--- src/rtl/lsu_pkg.sv ---
// lsu_pkg: shared state encoding, FUNC3 codes and access legality check for the load/store unit.
package lsu_pkg;
  typedef enum logic [1:0] {S_IDLE, S_REQ, S_WAIT, S_DONE} state_e;
  localparam logic [2:0] F3_B  = 3'd0;
  localparam logic [2:0] F3_H  = 3'd1;
  localparam logic [2:0] F3_W  = 3'd2;
  localparam logic [2:0] F3_BU = 3'd4;
  localparam logic [2:0] F3_HU = 3'd5;
  function automatic logic access_bad(input logic we, input logic [2:0] f3, input logic [1:0] a);
    logic ill;
    logic mis;
    ill = we ? (f3 > F3_W) : (f3 == 3'd3 || f3[2:1] == 2'b11);
    mis = (f3[1:0] == 2'b01 && a[0]) || (f3 == F3_W && a != 2'b00);
    return ill || mis;
  endfunction
endpackage

--- src/rtl/lsu_if.sv ---
// lsu_if: core-side request/response bundle and data-bus bundle of the load/store unit.
interface lsu_core_if;
  logic        req_valid;
  logic        req_write;
  logic [2:0]  func3;
  logic [31:0] addr;
  logic [31:0] wdata;
  logic        stall;
  logic        done;
  logic [31:0] rdata;
  logic        misalign;
  logic        bus_err;
  modport master(output req_valid, req_write, func3, addr, wdata, input stall, done, rdata, misalign, bus_err);
  modport slave(input req_valid, req_write, func3, addr, wdata, output stall, done, rdata, misalign, bus_err);
endinterface

interface lsu_bus_if;
  logic        req;
  logic        we;
  logic [31:0] addr;
  logic [3:0]  be;
  logic [31:0] wdata;
  logic        ready;
  logic        rvalid;
  logic [31:0] rdata;
  modport master(output req, we, addr, be, wdata, input ready, rvalid, rdata);
  modport slave(input req, we, addr, be, wdata, output ready, rvalid, rdata);
endinterface

--- src/rtl/lsu_align.sv ---
// lsu_align: byte-enable/store-lane steering and load lane extract with sign/zero extension.
module lsu_align
  import lsu_pkg::*;
(
  input  logic [2:0]  func3,
  input  logic [1:0]  addr,
  input  logic [31:0] wdata,
  input  logic [31:0] rword,
  output logic [3:0]  be,
  output logic [31:0] wlanes,
  output logic [31:0] rext
);
  logic [7:0]  b;
  logic [15:0] h;
  always_comb begin
    b = rword[{addr, 3'b000} +: 8];
    h = addr[1] ? rword[31:16] : rword[15:0];
    be = func3[1] ? 4'b1111 : func3[0] ? 4'b0011 << addr : 4'b0001 << addr;
    wlanes = func3[1] ? wdata : func3[0] ? {2{wdata[15:0]}} : {4{wdata[7:0]}};
    rext = func3 == F3_W  ? rword :
           func3 == F3_H  ? {{16{h[15]}}, h} :
           func3 == F3_HU ? {16'b0, h} :
           func3 == F3_B  ? {{24{b[7]}}, b} : {24'b0, b};
  end
endmodule

--- src/rtl/load_store_unit.sv ---
// load_store_unit: multi-cycle load/store engine between core and data bus, with stall,
// misalignment detection and bus timeout.
module load_store_unit
  import lsu_pkg::*;
#(
  parameter int TIMEOUT_CYCLES = 255
) (
  input logic         CLK,
  input logic         RESET,
  lsu_core_if.slave   core,
  lsu_bus_if.master   bus
);
  localparam logic [7:0] LAST = 8'(TIMEOUT_CYCLES - 1);
  state_e      state_q, state_d;
  logic [7:0]  cnt_q, cnt_d;
  logic        we_q, we_d, mis_q, mis_d, err_q, err_d;
  logic [2:0]  f3_q, f3_d;
  logic [31:0] addr_q, addr_d, wdata_q, wdata_d, rdata_q, rdata_d;
  logic [3:0]  be;
  logic [31:0] wlanes, rext;
  logic        tmo, in_req;
  lsu_align u_align (
    .func3(f3_q), .addr(addr_q[1:0]), .wdata(wdata_q), .rword(bus.rdata),
    .be(be), .wlanes(wlanes), .rext(rext)
  );
  always_comb begin
    state_d = state_q;
    cnt_d = (state_q == S_REQ || state_q == S_WAIT) ? cnt_q + 8'd1 : 8'd0;
    we_d = we_q;
    f3_d = f3_q;
    addr_d = addr_q;
    wdata_d = wdata_q;
    rdata_d = rdata_q;
    mis_d = mis_q;
    err_d = err_q;
    tmo = cnt_q == LAST;
    case (state_q)
      S_IDLE: if (core.req_valid) begin
        we_d = core.req_write;
        f3_d = core.func3;
        addr_d = core.addr;
        wdata_d = core.wdata;
        mis_d = access_bad(core.req_write, core.func3, core.addr[1:0]);
        err_d = 1'b0;
        rdata_d = 32'd0;
        state_d = mis_d ? S_DONE : S_REQ;
      end
      S_REQ: if (bus.ready) begin
        cnt_d = 8'd0;
        state_d = (we_q || bus.rvalid) ? S_DONE : S_WAIT;
        rdata_d = (!we_q && bus.rvalid) ? rext : 32'd0;
      end else if (tmo) begin
        state_d = S_DONE;
        err_d = 1'b1;
      end
      S_WAIT: if (bus.rvalid) begin
        state_d = S_DONE;
        rdata_d = rext;
      end else if (tmo) begin
        state_d = S_DONE;
        err_d = 1'b1;
      end
      default: state_d = S_IDLE;
    endcase
  end
  always_ff @(posedge CLK or posedge RESET) begin
    if (RESET) begin
      state_q <= S_IDLE;
      cnt_q <= 8'd0;
      we_q <= 1'b0;
      f3_q <= 3'd0;
      addr_q <= 32'd0;
      wdata_q <= 32'd0;
      rdata_q <= 32'd0;
      mis_q <= 1'b0;
      err_q <= 1'b0;
    end else begin
      state_q <= state_d;
      cnt_q <= cnt_d;
      we_q <= we_d;
      f3_q <= f3_d;
      addr_q <= addr_d;
      wdata_q <= wdata_d;
      rdata_q <= rdata_d;
      mis_q <= mis_d;
      err_q <= err_d;
    end
  end
  // Bus outputs are only driven while a request is outstanding; zero otherwise.
  assign in_req = state_q == S_REQ;
  assign bus.req = in_req;
  assign bus.we = in_req & we_q;
  assign bus.addr = in_req ? {addr_q[31:2], 2'b00} : 32'd0;
  assign bus.be = in_req ? be : 4'd0;
  assign bus.wdata = in_req ? wlanes : 32'd0;
  assign core.stall = (state_q == S_IDLE && core.req_valid) || in_req || state_q == S_WAIT;
  assign core.done = state_q == S_DONE;
  assign core.rdata = core.done ? rdata_q : 32'd0;
  assign core.misalign = core.done & mis_q;
  assign core.bus_err = core.done & err_q;
endmodule

--- src/flat_wrapper.sv ---
// flat-port wrapper written by rule: the top's interface ports become plain ports
module load_store_unit_flat import lsu_pkg::*;
#(
  parameter int TIMEOUT_CYCLES = 255
)
  (CLK, RESET, core_req_valid, core_req_write, core_func3, core_addr, core_wdata, core_stall, core_done, core_rdata, core_misalign, core_bus_err, bus_req, bus_we, bus_addr, bus_be, bus_wdata, bus_ready, bus_rvalid, bus_rdata);
  lsu_core_if core_i ();
  lsu_bus_if bus_i ();
  input logic CLK;
  input logic RESET;
  input wire logic [$bits(core_i.req_valid)-1:0] core_req_valid;
  input wire logic [$bits(core_i.req_write)-1:0] core_req_write;
  input wire logic [$bits(core_i.func3)-1:0] core_func3;
  input wire logic [$bits(core_i.addr)-1:0] core_addr;
  input wire logic [$bits(core_i.wdata)-1:0] core_wdata;
  output wire logic [$bits(core_i.stall)-1:0] core_stall;
  output wire logic [$bits(core_i.done)-1:0] core_done;
  output wire logic [$bits(core_i.rdata)-1:0] core_rdata;
  output wire logic [$bits(core_i.misalign)-1:0] core_misalign;
  output wire logic [$bits(core_i.bus_err)-1:0] core_bus_err;
  output wire logic [$bits(bus_i.req)-1:0] bus_req;
  output wire logic [$bits(bus_i.we)-1:0] bus_we;
  output wire logic [$bits(bus_i.addr)-1:0] bus_addr;
  output wire logic [$bits(bus_i.be)-1:0] bus_be;
  output wire logic [$bits(bus_i.wdata)-1:0] bus_wdata;
  input wire logic [$bits(bus_i.ready)-1:0] bus_ready;
  input wire logic [$bits(bus_i.rvalid)-1:0] bus_rvalid;
  input wire logic [$bits(bus_i.rdata)-1:0] bus_rdata;
  assign core_i.req_valid = core_req_valid;
  assign core_i.req_write = core_req_write;
  assign core_i.func3 = core_func3;
  assign core_i.addr = core_addr;
  assign core_i.wdata = core_wdata;
  assign core_stall = core_i.stall;
  assign core_done = core_i.done;
  assign core_rdata = core_i.rdata;
  assign core_misalign = core_i.misalign;
  assign core_bus_err = core_i.bus_err;
  assign bus_req = bus_i.req;
  assign bus_we = bus_i.we;
  assign bus_addr = bus_i.addr;
  assign bus_be = bus_i.be;
  assign bus_wdata = bus_i.wdata;
  assign bus_i.ready = bus_ready;
  assign bus_i.rvalid = bus_rvalid;
  assign bus_i.rdata = bus_rdata;
  load_store_unit #(.TIMEOUT_CYCLES(TIMEOUT_CYCLES)) u_core (.CLK(CLK), .RESET(RESET), .core(core_i), .bus(bus_i));
endmodule
--- config.mk ---
export PLATFORM = sky130hd
export DESIGN_NAME = load_store_unit_flat
export DESIGN_NICKNAME = d
export VERILOG_FILES = /design/src/rtl/lsu_pkg.sv /design/src/rtl/lsu_if.sv /design/src/rtl/lsu_align.sv /design/src/rtl/load_store_unit.sv /design/src/flat_wrapper.sv
export SDC_FILE = /design/constraint.sdc
export NUM_CORES = 1
export LEC_CHECK = 0
export ABC_AREA = 1
export BUFFER_PORTS_ARGS = -buffer_cell sky130_fd_sc_hd__buf_2
export CAP_MARGIN = 20
export CORE_MARGIN = 2
export CORE_UTILIZATION = 46
export DETAILED_ROUTE_END_ITERATION = 7
export PLACE_DENSITY = 0.88
export SLEW_MARGIN = 20
export SYNTH_ARGS = -nofsm -noshare
export SYNTH_HDL_FRONTEND = slang
export SYNTH_SLANG_ARGS = --single-unit
--- constraint.sdc ---
create_clock -name CLK -period 4 [get_ports CLK]
set_clock_uncertainty 0.15 [all_clocks]
set_input_delay 0.8 -clock CLK [delete_from_list [all_inputs] [get_ports CLK]]
set_output_delay 0.8 -clock CLK [all_outputs]
set_load 0.01 [all_outputs]
# --- Yosys cells after proc, flatten, opt, wreduce, memory -nomap -nowiden ---
# Index checks and enable logic that the tools add are counted.
word_totals:
  out_inout_bits: 106
  reg_bits: 112
  ramBits: 0
  rom_bits: 0
  inputBits: 105
  latchBits: 0
  elab_cells: 86
  mem_count: 0
op_classes:
  bitwise_logic: 3
  reduce_logical: 19
  n_mul: 0
  n_addsub: 1
  n_mux: 34
  order_cmp: 1
  n_div: 0
  eq_ne: 16
  shifts: 3
op_table:
  columns: ["cell", "count"]
  rows:
  - ["two-way mux 32 bit", 13]
  - ["case mux 32 bit (3 select lines)", 1]
  - ["indexed part select 32 x 6 -> 8 bit", 1]
  - ["two-way mux 8 bit", 3]
  - ["two-way mux 16 bit", 1]
  - ["two-way mux 4 bit", 3]
  - ["two-way mux 2 bit", 5]
  - ["inequality test 2 bit (second input constant)", 5]
  - ["== test 3 x 2 -> 1 bit (second input constant)", 3]
  - ["adder 8 x 1 -> 8 bit (second input constant)", 1]
  - ["== test 8 bit (second input constant)", 1]
  - ["AND reduction 4 bit", 2]
  - ["logical OR 1 bit", 7]
  - ["== test 2 bit (second input constant)", 3]
  - ["two-way mux 1 bit", 6]
  - ["case mux 2 bit (3 select lines)", 1]
  - ["== test 2 x 1 -> 1 bit (second input constant)", 2]
  - ["logical AND 1 bit", 4]
  - ["left shift 1 x 2 -> 4 bit (first input constant)", 1]
  - ["left shift 2 x 2 -> 4 bit (first input constant)", 1]
  - ["bitwise AND 1 bit", 3]
  - ["== test 3 x 1 -> 1 bit (second input constant)", 1]
  - ["== test 3 bit (second input constant)", 1]
  - ["greater-than comparator 3 x 2 -> 1 bit (second input constant)", 1]
  - ["other kinds (7)", 7]

# --- Longest topological paths before layout ---
# Gate-level depths: netlist (run 1).
logic_depth:
  depth_word: 8
  mapped_depth: 12
  mapped_depth_nobuf: 10

# --- Modules after synthesis ---
# Synthesis (run 1) repeated with hierarchy kept, for this count alone.
hier_totals:
  hier_cells: 870
  area_unflattened_um2: 6886.6
by_module_without_submodules:
  columns: ["module", "cells_per_inst", "instances", "seq_area_each_um2", "area_per_inst_um2"]
  rows:
  - ["load_store_unit", 616, 1, 2802.7, 5651.7]
  - ["lsu_align", 254, 1, 0.0, 1234.9]

# --- Worst setup path before layout (run 1) ---
# Ideal clock, no wire load.
synth_timing:
  kind: "flip-flop to output port"
  startpoint: "register u_core.state_q[1]"
  endpoint: "output bus_addr[21]"
  path_buffers: 3
  path_slack_ns: 1.463
  path_stages_with_launch: 8
  t_arrival_ns: 1.587
  required_time_ns: 3.050
  cell_sequence: "dfrtp_1 > inv_1 > ha_1 > buf_2 > clkbuf_1 > buf_1 > nand2_1 > inv_1"
synth_between:
  elab_chain_cells: 2
synth_lines:
  columns: ["element", "line_no", "text"]
  rows:
  - ["start, declared", "load_store_unit.sv:14", "state_e state_q, state_d;"]
  - ["start signal, assigned", "load_store_unit.sv:78", "state_q <= state_d;"]
  - ["== test 2 x 1 -> 1 bit", "load_store_unit.sv:90", "assign in_req = state_q == S_REQ;"]
  - ["net bus_req", "flat_wrapper.sv:21", "output wire logic [$bits(bus_i.req)-1:0] bus_req;"]
  - ["two-way mux 32 bit", "load_store_unit.sv:93", "assign bus.addr = in_req ? {addr_q[31:2], 2'b00} : 32'd0;"]
  - ["end, declared", "flat_wrapper.sv:23", "output wire logic [$bits(bus_i.addr)-1:0] bus_addr;"]
# The timed path passes the listed nets, and every way through them passes these cells.

# --- Worst setup path in the final report (run 1) ---
layout_timing:
  startpoint: "register u_core.f3_q[1]"
  endpoint: "output bus_wdata[29]"
layout_between:
  elab_chain_cells: 2
layout_lines:
  columns: ["element", "line_no", "text"]
  rows:
  - ["start, declared", "load_store_unit.sv:17", "logic [2:0] f3_q, f3_d;"]
  - ["start signal, assigned", "load_store_unit.sv:71", "f3_q <= 3'd0;"]
  - ["start signal, assigned", "load_store_unit.sv:81", "f3_q <= f3_d;"]
  - ["two-way mux 32 bit", "lsu_align.sv:19", "wlanes = func3[1] ? wdata : func3[0] ? {2{wdata[15:0]}} : {4{wdata[7:0]}};"]
  - ["two-way mux 32 bit", "load_store_unit.sv:95", "assign bus.wdata = in_req ? wlanes : 32'd0;"]
  - ["end, declared", "flat_wrapper.sv:25", "output wire logic [$bits(bus_i.wdata)-1:0] bus_wdata;"]
# Every way passes these cells.

==> results of run 1 <==
==> state kept, by name (all words and copies together) (netlist names) <==
signal / count
u_core.cnt_q: 8
u_core.addr_q: 32
u_core.rdata_q: 32
u_core.f3_q: 3
u_core.we_q: 1
u_core.err_q: 1
u_core.wdata_q: 32
u_core.mis_q: 1
u_core.state_q: 2
==> critical path, delay by kind of cell, from the launching register on <==
family        cells  cell delay (ns)
buf+inv           2             0.25
flops             1             0.71
simple gates      4             0.81
==> power breakdown <==
part / leakage [nW] / internal [mW] / switching (mW) / total (mW)
registers: 1.41 / 1.62 / 0.384 / 2.01
logic: 3.28 / 1.08 / 1.73 / 2.82
clock network: 0.142 / 0.441 / 0.458 / 0.900
==> synthesized netlist by cell type (3+ instances only) <==
cell and count:
inv_1 121, buf_4 6, clkbuf_1 19, ha_1 7
a21oi_1 30, or2_2 3, nand3_1 49, nor3_1 5
o21ai_0 19, nor2_1 16, nand4_1 8, inv_2 4
buf_2 14, nand2_1 322, or2_0 13, mux2_2 62
dfrtp_1 112
==> how the worst min path moves through the flow <==
| stage | startpoint | to | slack (ns) |
|---|---|---|---|
| after global routing | u_core.rdata_q[13] | u_core.rdata_q[13] | 0.35 |
| after global placement | u_core.rdata_q[21] | u_core.rdata_q[21] | 0.31 |
| after CTS | u_core.rdata_q[10] | u_core.rdata_q[10] | 0.34 |
| final | u_core.rdata_q[11] | u_core.rdata_q[11] | 0.33 |
| after detailed placement | u_core.rdata_q[10] | u_core.rdata_q[10] | 0.31 |
| after floorplan | u_core.rdata_q[7] | u_core.rdata_q[7] | 0.30 |
==> cell usage in the layout (no fill, tap or decap), drive strengths merged <==
cell | synthesis | final
a21oi | 30 | 30
a31oi | 2 | 2
and3 | 1 | 1
buf | 23 | 214
clkbuf | 19 | 10
clkinv | 0 | 1
conb | 1 | 2
dfrtp | 112 | 112
ha | 7 | 7
inv | 125 | 130
mux2 | 62 | 62
nand2 | 326 | 326
nand3 | 50 | 50
nand4 | 8 | 8
nor2 | 19 | 19
nor3 | 5 | 5
nor3b | 2 | 2
o21ai | 19 | 19
or2 | 16 | 16
xnor2 | 1 | 1
==> per-stage QoR <==
step / instance area, µm² / total power, mW / instances
6_report: 7740 / 5.73 / 1193
5_1_grt: 7740 / 6.18 / 1193
4_1_cts: 7740 / 5.75 / 1193
3_5_place_dp: 7450 / 4.84 / 1177
3_3_place_gp: 7450 / 4.74 / 1177
2_1_floorplan: 6340 / 3.99 / 829
==> area by class of cell <==
type	instances	area, µm²	share of cell area
multi-input combinational	550	2860	0.370
sequential	112	2800	0.362
timing repair buffer	214	1100	0.142
inverter	125	472	0.0609
clock buffer	10	229	0.0296
tap	176	220	0.0284
clock inverter	6	57.6	0.00743
==> kinds of logic (layout without fill, tap and decap cells) <==
| family | Yosys count | after routing | synth area share |
|---|---|---|---|
| AND/OR/NAND/NOR | 427 | 427 | 0.283 |
| buffers and inverters | 167 | 355 | 0.108 |
| flip-flops | 112 | 112 | 0.442 |
| multiplexers | 62 | 62 | 0.110 |
| AO/OA/AOI/OAI | 51 | 51 | 0.0407 |
| adder cells (fa/ha/maj) | 7 | 7 | 0.0138 |
| other | 1 | 2 | 0.000592 |
| XOR/XNOR | 1 | 1 | 0.00138 |
==> routing by layer <==
layer  wire length (µm)  vias up  global-route usage
met5                 13        -                   0
met4                468        2              0.0984
met3               1650       38              0.0606
met2               8360      306               0.399
met1               7060     2787               0.296
li1                   -     2905                   -
==> flow_metrics.py, run 1 <==
metrics = {
    "status": {
        "status": "complete, no violations",
    },
    "global_routing": {
        "grt_max_degree": 68,
        "gr-total-overflow": 0,
        "antenna_found_initial": 1,
        "grt_pass1_vias": 5691,
        "grt_pass1_wl_mm": 27.6,
        "grt_usage": 0.239,
    },
    "clocking": {
        "numCtsBuffers": 9,
        "numClockSinks": 112,
        "cts_resized": 0,
        "cts_tree": "done",
        "clockBufferDepth": 2,
        "clockRootBuffer": "clkbuf_16",
        "postCtsSetupBuffers": 0,
        "h-tree-depth": 3,
        "cts.hold.buffers_added": 0,
        "clock_latency_ns": 0.35,
        "path_clk_slew_ns": 0.08,
    },
    "yosys": {
        "avgSynthCellArea_um2": 7.65,
        "synth_edf_count": 0,
        "yosysUniqueCellTypes": 30,
        "ys.flop_type": "dfrtp_1",
        "synth_warnings": 0,
        "yosysSeqAreaShare": 0.442,
        "synth_top_area_cell": "dfrtp_1",
        "synth-seq-cells": 112,
        "yosysTopAreaCellShare": 0.442,
        "yosys-top-cells-area": "dfrtp_1, nand2_1, mux2_2",
        "ys_async_sr_fraction": 1.00,
        "syn_inst": 828,
        "synth_area_um2": 6340,
    },
    "timing": {
        "setup_viol": 0,
        "clock.fmax_ghz": 0.326,
        "hold_viol": 0,
        "finalMaxSlewViolations": 0,
        "grt_setup_unrepaired": "no",
        "max-slew-margin-rel": 0.324,
        "min_period_over_period": 0.768,
        "whs_ns": 0.335,
        "finalSetupTns_ns": 0,
        "worst_slew_pin_slew_ns": 1.01,
        "worst_slack_ns": 0.929,
        "min_period_ns": 3.07,
    },
    "power_and_ir_drop": {
        "leakagePower_nw": 4.83,
        "peakVddDrop_v": 0.000430,
        "p_per_area_nw_per_um2": 740,
    },
    "floorplan": {
        "coreArea_um2": 13300,
        "num_rows": 42,
        "die_area_um2": 14700,
        "start_util": 0.475,
        "die_w_um": 121,
        "chipHeight_um": 121,
        "ios": 211,
    },
    "setup_path": {
        "path_cells": "nor2_4, nand2_1, nand3_1, nand2_1, inv_1, buf_2",
        "r2r.worst_path.cells": 9,
        "cp-start-kind": "flip-flop",
        "critPathCaptureType": "output port",
        "crit_end": "bus_wdata[29]",
        "crit_top_cell": "nand2_1",
        "arrival_ns": 2.12,
        "crit_fanout": 21,
        "max_stage_delay_ns": 0.71,
        "worst-r2r-setup-slack_ns": 1.36,
        "cp.required_ns": 3.05,
        "startpoint": "u_core.f3_q[1]",
        "cp_slowest_cell": "dfrtp_1",
        "path_class": "reg2out",
        "worst_r2r_endpoint": "u_core.rdata_q[6]",
        "r2r-start": "u_core.state_q[1]",
    },
    "routing": {
        "initialDrtViolationCount": 556,
        "num_vias": 6038,
        "drc_errors": 0,
        "firstDrtPassIters": 5,
        "routed_wl_mm": 17.5,
        "ant_nets": 0,
        "vias_per_cell": 5.06,
        "post_drt_wl_per_cell_um": 14.7,
    },
    "cells_and_area": {
        "syn2layout_area_growth_pct": 22.2,
        "num-fill-cells": 1184,
        "final_util": 0.580,
        "num_antenna_cells": 0,
        "nNetsFinal": 1124,
        "drive_gt1_frac": 0.304,
    },
    "hold_path": {
        "holdPathStages": 2,
        "min_path_type": "reg2reg",
    },
    "placement": {
        "dpl.hpwl_mm": 12.8,
        "place_ws_ns": 1.34,
        "routabilityCongestion": 0.858,
        "numPortBuffers": 208,
    },
    "run": {
        "maxCapViolations": 0,
    },
}
(Power assumes the default switching activity.)
==> run 2, diff against run 1 <==
Clock period 4 ns to 2.8 ns, I/O delays scaled along.
==> run 2 against run 1 <==
Net effect: final area up 0.78%; worst setup slack got worse by 0.69 ns; routed wire length is 1.4% higher; highest routed layer unchanged; final cell count rose by 0.42%; flip-flop and latch count is the same; first-iteration DRC count decreased by 23%; worst hold slack got worse by 0.14 ns.
==> flow_metrics.py, run 2 (synthesis gave the netlist of run 1 again) <==
metrics = {
    "global_routing": {
        "gr-total-overflow": 0,
        "grt_usage": 0.247,
        "antenna_found_initial": 2,
        "grt_max_degree": 67,
        "grt_pass1_vias": 6047,
        "grt_pass1_wl_mm": 28.5,
    },
    "clocking": {
        "numClockSinks": 112,
        "postCtsSetupBuffers": 0,
        "cts_tree": "done",
        "cts_resized": 0,
        "h-tree-depth": 3,
        "path_clk_slew_ns": 0.08,
        "clockRootBuffer": "clkbuf_16",
        "cts.hold.buffers_added": 0,
        "clock_latency_ns": 0.36,
        "clockBufferDepth": 2,
        "numCtsBuffers": 9,
    },
    "placement": {
        "place_ws_ns": 0.619,
        "numPortBuffers": 208,
        "dpl.hpwl_mm": 13.1,
        "routabilityCongestion": 0.907,
        "place_inst": 1182,
    },
    "setup_path": {
        "worst-r2r-setup-slack_ns": 0.56,
        "cp-start-kind": "flip-flop",
        "arrival_ns": 1.85,
        "worst_r2r_endpoint": "u_core.rdata_q[5]",
        "r2r.worst_path.cells": 6,
        "r2r-start": "u_core.f3_q[1]",
        "critPathCaptureType": "output port",
        "path_class": "reg2out",
        "cp.required_ns": 2.09,
        "crit_fanout": 13,
    },
    "timing": {
        "max-slew-margin-rel": 0.461,
        "worst_slew_pin_slew_ns": 0.806,
        "min_period_over_period": 0.914,
        "worst_slack_ns": 0.242,
        "clock.fmax_ghz": 0.391,
        "finalMaxSlewViolations": 0,
        "grt_setup_unrepaired": "no",
        "hold_viol": 0,
        "setup_viol": 0,
        "finalSetupTns_ns": 0,
        "whs_ns": 0.196,
        "min_period_ns": 2.56,
    },
    "routing": {
        "drc_errors": 0,
        "routed_wl_mm": 17.8,
        "num_vias": 6069,
        "initialDrtViolationCount": 428,
        "ant_nets": 0,
        "firstDrtPassIters": 5,
        "vias_per_cell": 5.07,
        "post_drt_wl_per_cell_um": 14.8,
    },
    "cells_and_area": {
        "largestRegisters": "u_core.addr_q (32), u_core.rdata_q (32), u_core.wdata_q (32)",
        "num-fill-cells": 1194,
        "drive_gt1_frac": 0.307,
        "final_util": 0.584,
        "syn2layout_area_growth_pct": 23.1,
        "layout_common_cells": "nand2_1, buf_2, inv_1, dfrtp_1, mux2_2",
        "nNetsFinal": 1129,
        "instances_no_fill": 1198,
        "final_common_cell": "nand2_1",
    },
    "floorplan": {
        "coreArea_um2": 13300,
        "die_area_um2": 14700,
        "chipHeight_um": 121,
        "start_util": 0.475,
        "die_w_um": 121,
        "num_rows": 42,
        "ios": 211,
    },
    "hold_path": {
        "min_path_type": "in2async",
    },
    "status": {
        "status": "complete, no violations",
    },
    "power_and_ir_drop": {
        "p_seq_frac": 0.348,
        "peakVddDrop_v": 0.000535,
        "intPower_mw": 4.55,
        "combinationalPowerShare": 0.500,
        "p_clk_frac": 0.151,
        "leakagePower_nw": 4.85,
        "p_sw_frac": 0.446,
        "p_per_area_nw_per_um2": 1050,
        "p_sw_mw": 3.66,
    },
    "run": {
        "maxCapViolations": 0,
    },
}
## run 2: area by class of cell
| class | instances | area [µm²] | share of cell area |
|---|---|---|---|
| multi-input combinational | 550 | 2860 | 0.367 |
| sequential | 112 | 2800 | 0.359 |
| timing repair buffer | 219 | 1170 | 0.150 |
| clock inverter | 5 | 38.8 | 0.00497 |
| tap | 176 | 220 | 0.0282 |
| antenna | 1 | 2.50 | 0.000321 |
| inverter | 125 | 473 | 0.0606 |
| clock buffer | 10 | 229 | 0.0294 |
## run 2: metal layers
metal,track usage,part of all wire,up-vias
met1,0.296,0.40,2831
met3,0.0639,0.088,41
met4,0.110,0.026,2
met2,0.416,0.49,286
met5,0,0.00062,-
li1,-,-,2909
## run 2: worst max-delay path, cell delays in order, from the launching register on
cell and delay, ns:
dfrtp_1 0.73, nor2_4 0.14, inv_2 0.22, nand2_1 0.08, a21oi_1 0.16, buf_2 0.16
## run 2: per-stage QoR
stage	area (µm²)	total power, mW
finish	7800	8.22
global route	7800	8.87
CTS	7800	8.24
detailed placement	7530	6.99
global placement	7530	6.85
floorplan	6340	5.70
## run 2: power by group through the flow
stage / Clock, mW / Sequential (mW) / Combinational, mW
finish: 1.24 / 2.86 / 4.11
global route: 1.33 / 2.95 / 4.59
detailed placement: 0 / 2.87 / 4.12
global placement: 0 / 2.84 / 4.01
CTS: 1.26 / 2.85 / 4.13
floorplan: 0 / 2.67 / 3.03
## run 2: worst max path at each step
| stage | from | endpoint | slack, ns | cells after the start |
|---|---|---|---|---|
| after floorplan | u_core.state_q[1] | bus_addr[21] | 0.50 | 7 |
| after global placement | u_core.state_q[1] | bus_wdata[11] | 0.65 | 6 |
| after detailed placement | u_core.state_q[1] | u_core.rdata_q[15] | 0.62 | 10 |
| after CTS | u_core.f3_q[1] | bus_wdata[11] | 0.25 | 5 |
| after global routing | u_core.f3_q[1] | bus_wdata[9] | 0.12 | 5 |
| final | u_core.f3_q[1] | bus_wdata[9] | 0.24 | 5 |
==> run 3, diff against run 2 <==
Settings changed: CORE_UTILIZATION 46 to 47, SYNTH_HIERARCHICAL set to 1.
==> run 3 against run 2 <==
Net effect: via count increased by 2.2%; flip-flop and latch count is the same; critical path depth grew 1; clock power is essentially flat; global-route usage shrank 2.8 points; non-clock buffer count did not move; clock-buffer cell count rose by 1; power is 16% higher; largest power group unchanged.
==> flow_metrics.py, run 3 <==
metrics = {
    "status": {
        "status": "complete, no violations",
    },
    "yosys": {
        "ys_async_sr_fraction": 1.00,
        "yosysTopAreaCellShare": 0.407,
        "yosysSeqAreaShare": 0.407,
        "ys.flop_type": "dfrtp_1",
        "yosysUniqueCellTypes": 34,
        "yosysMostFrequentCell": "nand2_1",
        "synth_area_um2": 6890,
        "avgSynthCellArea_um2": 7.92,
        "synth_edf_count": 0,
        "yosys-top-cells-area": "dfrtp_1, nand2_1, mux2_4",
        "syn_inst": 870,
        "synth_warnings": 6,
        "synth_top_area_cell": "dfrtp_1",
        "synth_common_cells": "nand2_1, inv_1, dfrtp_1, nand3_1, nor2_1",
        "synth-seq-cells": 112,
    },
    "power_and_ir_drop": {
        "p_per_area_nw_per_um2": 1170,
        "leakagePower_nw": 5.07,
        "p_total_mw": 9.55,
        "peakVddDrop_v": 0.000655,
    },
    "timing": {
        "whs_ns": 0.0141,
        "setup_viol": 0,
        "clock.fmax_ghz": 0.390,
        "finalSetupTns_ns": 0,
        "grt_setup_unrepaired": "no",
        "worst_slew_pin_slew_ns": 0.876,
        "min_period_over_period": 0.915,
        "max-slew-margin-rel": 0.416,
        "hold_viol": 0,
        "finalMaxSlewViolations": 0,
        "min_period_ns": 2.56,
    },
    "clocking": {
        "clock_latency_ns": 0.35,
        "clockBufferDepth": 2,
        "cts.hold.buffers_added": 0,
        "cts_tree": "done",
        "postCtsSetupBuffers": 0,
        "clockRootBuffer": "clkbuf_16",
        "cts_resized": 0,
        "numCtsBuffers": 9,
        "path_clk_slew_ns": 0.07,
        "h-tree-depth": 3,
        "numClockSinks": 112,
    },
    "setup_path": {
        "cp.required_ns": 2.09,
        "r2r.worst_path.cells": 7,
        "path_cells": "inv_1, ha_2, buf_4, nand2_1, inv_1, buf_2",
        "crit_fanout": 50,
        "r2r-start": "u_core/state_q[0]",
        "worst_r2r_endpoint": "u_core/rdata_q[16]",
        "crit_top_cell": "inv_1",
        "max_stage_delay_ns": 0.44,
        "cp-start-kind": "flip-flop",
        "arrival_ns": 1.85,
        "critPathCaptureType": "output port",
        "cp_slowest_cell": "dfrtp_1",
        "path_class": "reg2out",
        "worst-r2r-setup-slack_ns": 0.53,
    },
    "floorplan": {
        "chipHeight_um": 125,
        "die_w_um": 125,
        "ios": 211,
        "num_rows": 44,
        "coreArea_um2": 14400,
        "die_area_um2": 15600,
        "start_util": 0.477,
    },
    "cells_and_area": {
        "syn2layout_area_growth_pct": 18.8,
        "num-fill-cells": 1353,
        "instances_no_fill": 1231,
        "nNetsFinal": 1152,
        "layout_common_cells": "nand2_1, buf_2, inv_1, dfrtp_1",
        "drive_gt1_frac": 0.317,
        "seq_area_um2": 2800,
        "final_common_cell": "nand2_1",
        "multi_input_area_um2": 3150,
        "final_util": 0.567,
        "largestRegisters": "u_core/addr_q (32), u_core/rdata_q (32), u_core/wdata_q (32)",
    },
    "hold_path": {
        "min_path_type": "in2async",
    },
    "placement": {
        "dpl.hpwl_mm": 12.4,
        "place_inst": 1214,
        "numPortBuffers": 208,
        "routabilityCongestion": 0.839,
    },
    "routing": {
        "firstDrtPassIters": 5,
        "initialDrtViolationCount": 463,
        "drc_errors": 0,
        "post_drt_wl_per_cell_um": 14.3,
        "ant_nets": 0,
        "num_vias": 6200,
        "routed_wl_mm": 17.6,
        "vias_per_cell": 5.04,
    },
    "global_routing": {
        "antenna_found_initial": 3,
        "gr-total-overflow": 0,
        "grt_max_degree": 101,
        "grt_pass1_vias": 5793,
        "grt_pass1_wl_mm": 28.1,
        "grt_usage": 0.219,
    },
    "run": {
        "maxCapViolations": 0,
    },
}
run 3: changes by cell type after synthesis, moves of 15 or more:
cell,delta
nor2_1,+48
nand2_1,-86
mux2_2,-37
mux2_4,+39
inv_1,+22
nand3_1,+15
run 3: final cells by class:
cell class | count | share of cell area
diodes | 1 | 0.000306
clock buffers | 11 | 0.0309
clock inverters | 5 | 0.00474
inverters | 148 | 0.0685
multi-input cells | 551 | 0.385
flip-flops and latches | 112 | 0.342
well taps | 184 | 0.0281
repair buffers | 219 | 0.140
run 3: worst max-delay path: cells and delay by family, from the launching register on:
| family | cells | cell delay, ns |
|---|---|---|
| flops | 1 | 0.44 |
| fa+ha+maj | 1 | 0.19 |
| simple gates | 1 | 0.11 |
| buf+inv | 4 | 0.74 |
run 3: power breakdown:
part           switching (mW)  internal [mW]  total [mW]
Sequential              0.523           2.40        2.92
Combinational            3.17           2.19        5.35
Clock                   0.613          0.660        1.27
Total                    4.30           5.25        9.55
run 3: through the flow:
stage,area [µm²],setup slack (ns)
global route,8180,0.102
finish,8180,0.238
floorplan,6890,0.733
detailed placement,7890,0.563
global placement,7890,0.654
CTS,8180,0.225
run 3: layer usage:
| layer | part of all wire | GRT usage | vias up |
|---|---|---|---|
| met2 | 0.49 | 0.365 | 243 |
| met3 | 0.077 | 0.0595 | 21 |
| li1 | - | - | 3020 |
| met5 | 0.0015 | 0 | - |
| met1 | 0.42 | 0.282 | 2912 |
| met4 | 0.011 | 0.0588 | 4 |
run 3: logic make-up after synthesis:
group / count (synthesis) / synth area share
AND/OR/NAND/NOR: 378 / 0.229
buffers and inverters: 208 / 0.138
AO/OA/AOI/OAI: 101 / 0.0890
multiplexers: 64 / 0.126
adder cells (fa/ha/maj): 6 / 0.0109
other: 1 / 0.000545
flip-flops: 112 / 0.407
run 3: worst max path at each step:
| stage | start | end | slack [ns] | cells after the start |
|---|---|---|---|---|
| after detailed placement | u_core/state_q[0] | u_core/rdata_q[6] | 0.56 | 7 |
| after global routing | u_core/state_q[1] | bus_wdata[21] | 0.10 | 6 |
| after floorplan | RESET | u_core/addr_q[0] | 0.73 | 1 |
| after global placement | u_core/state_q[0] | u_core/rdata_q[11] | 0.65 | 6 |
| final | u_core/state_q[1] | bus_wdata[1] | 0.24 | 6 |
| after CTS | u_core/state_q[1] | bus_wdata[6] | 0.22 | 6 |
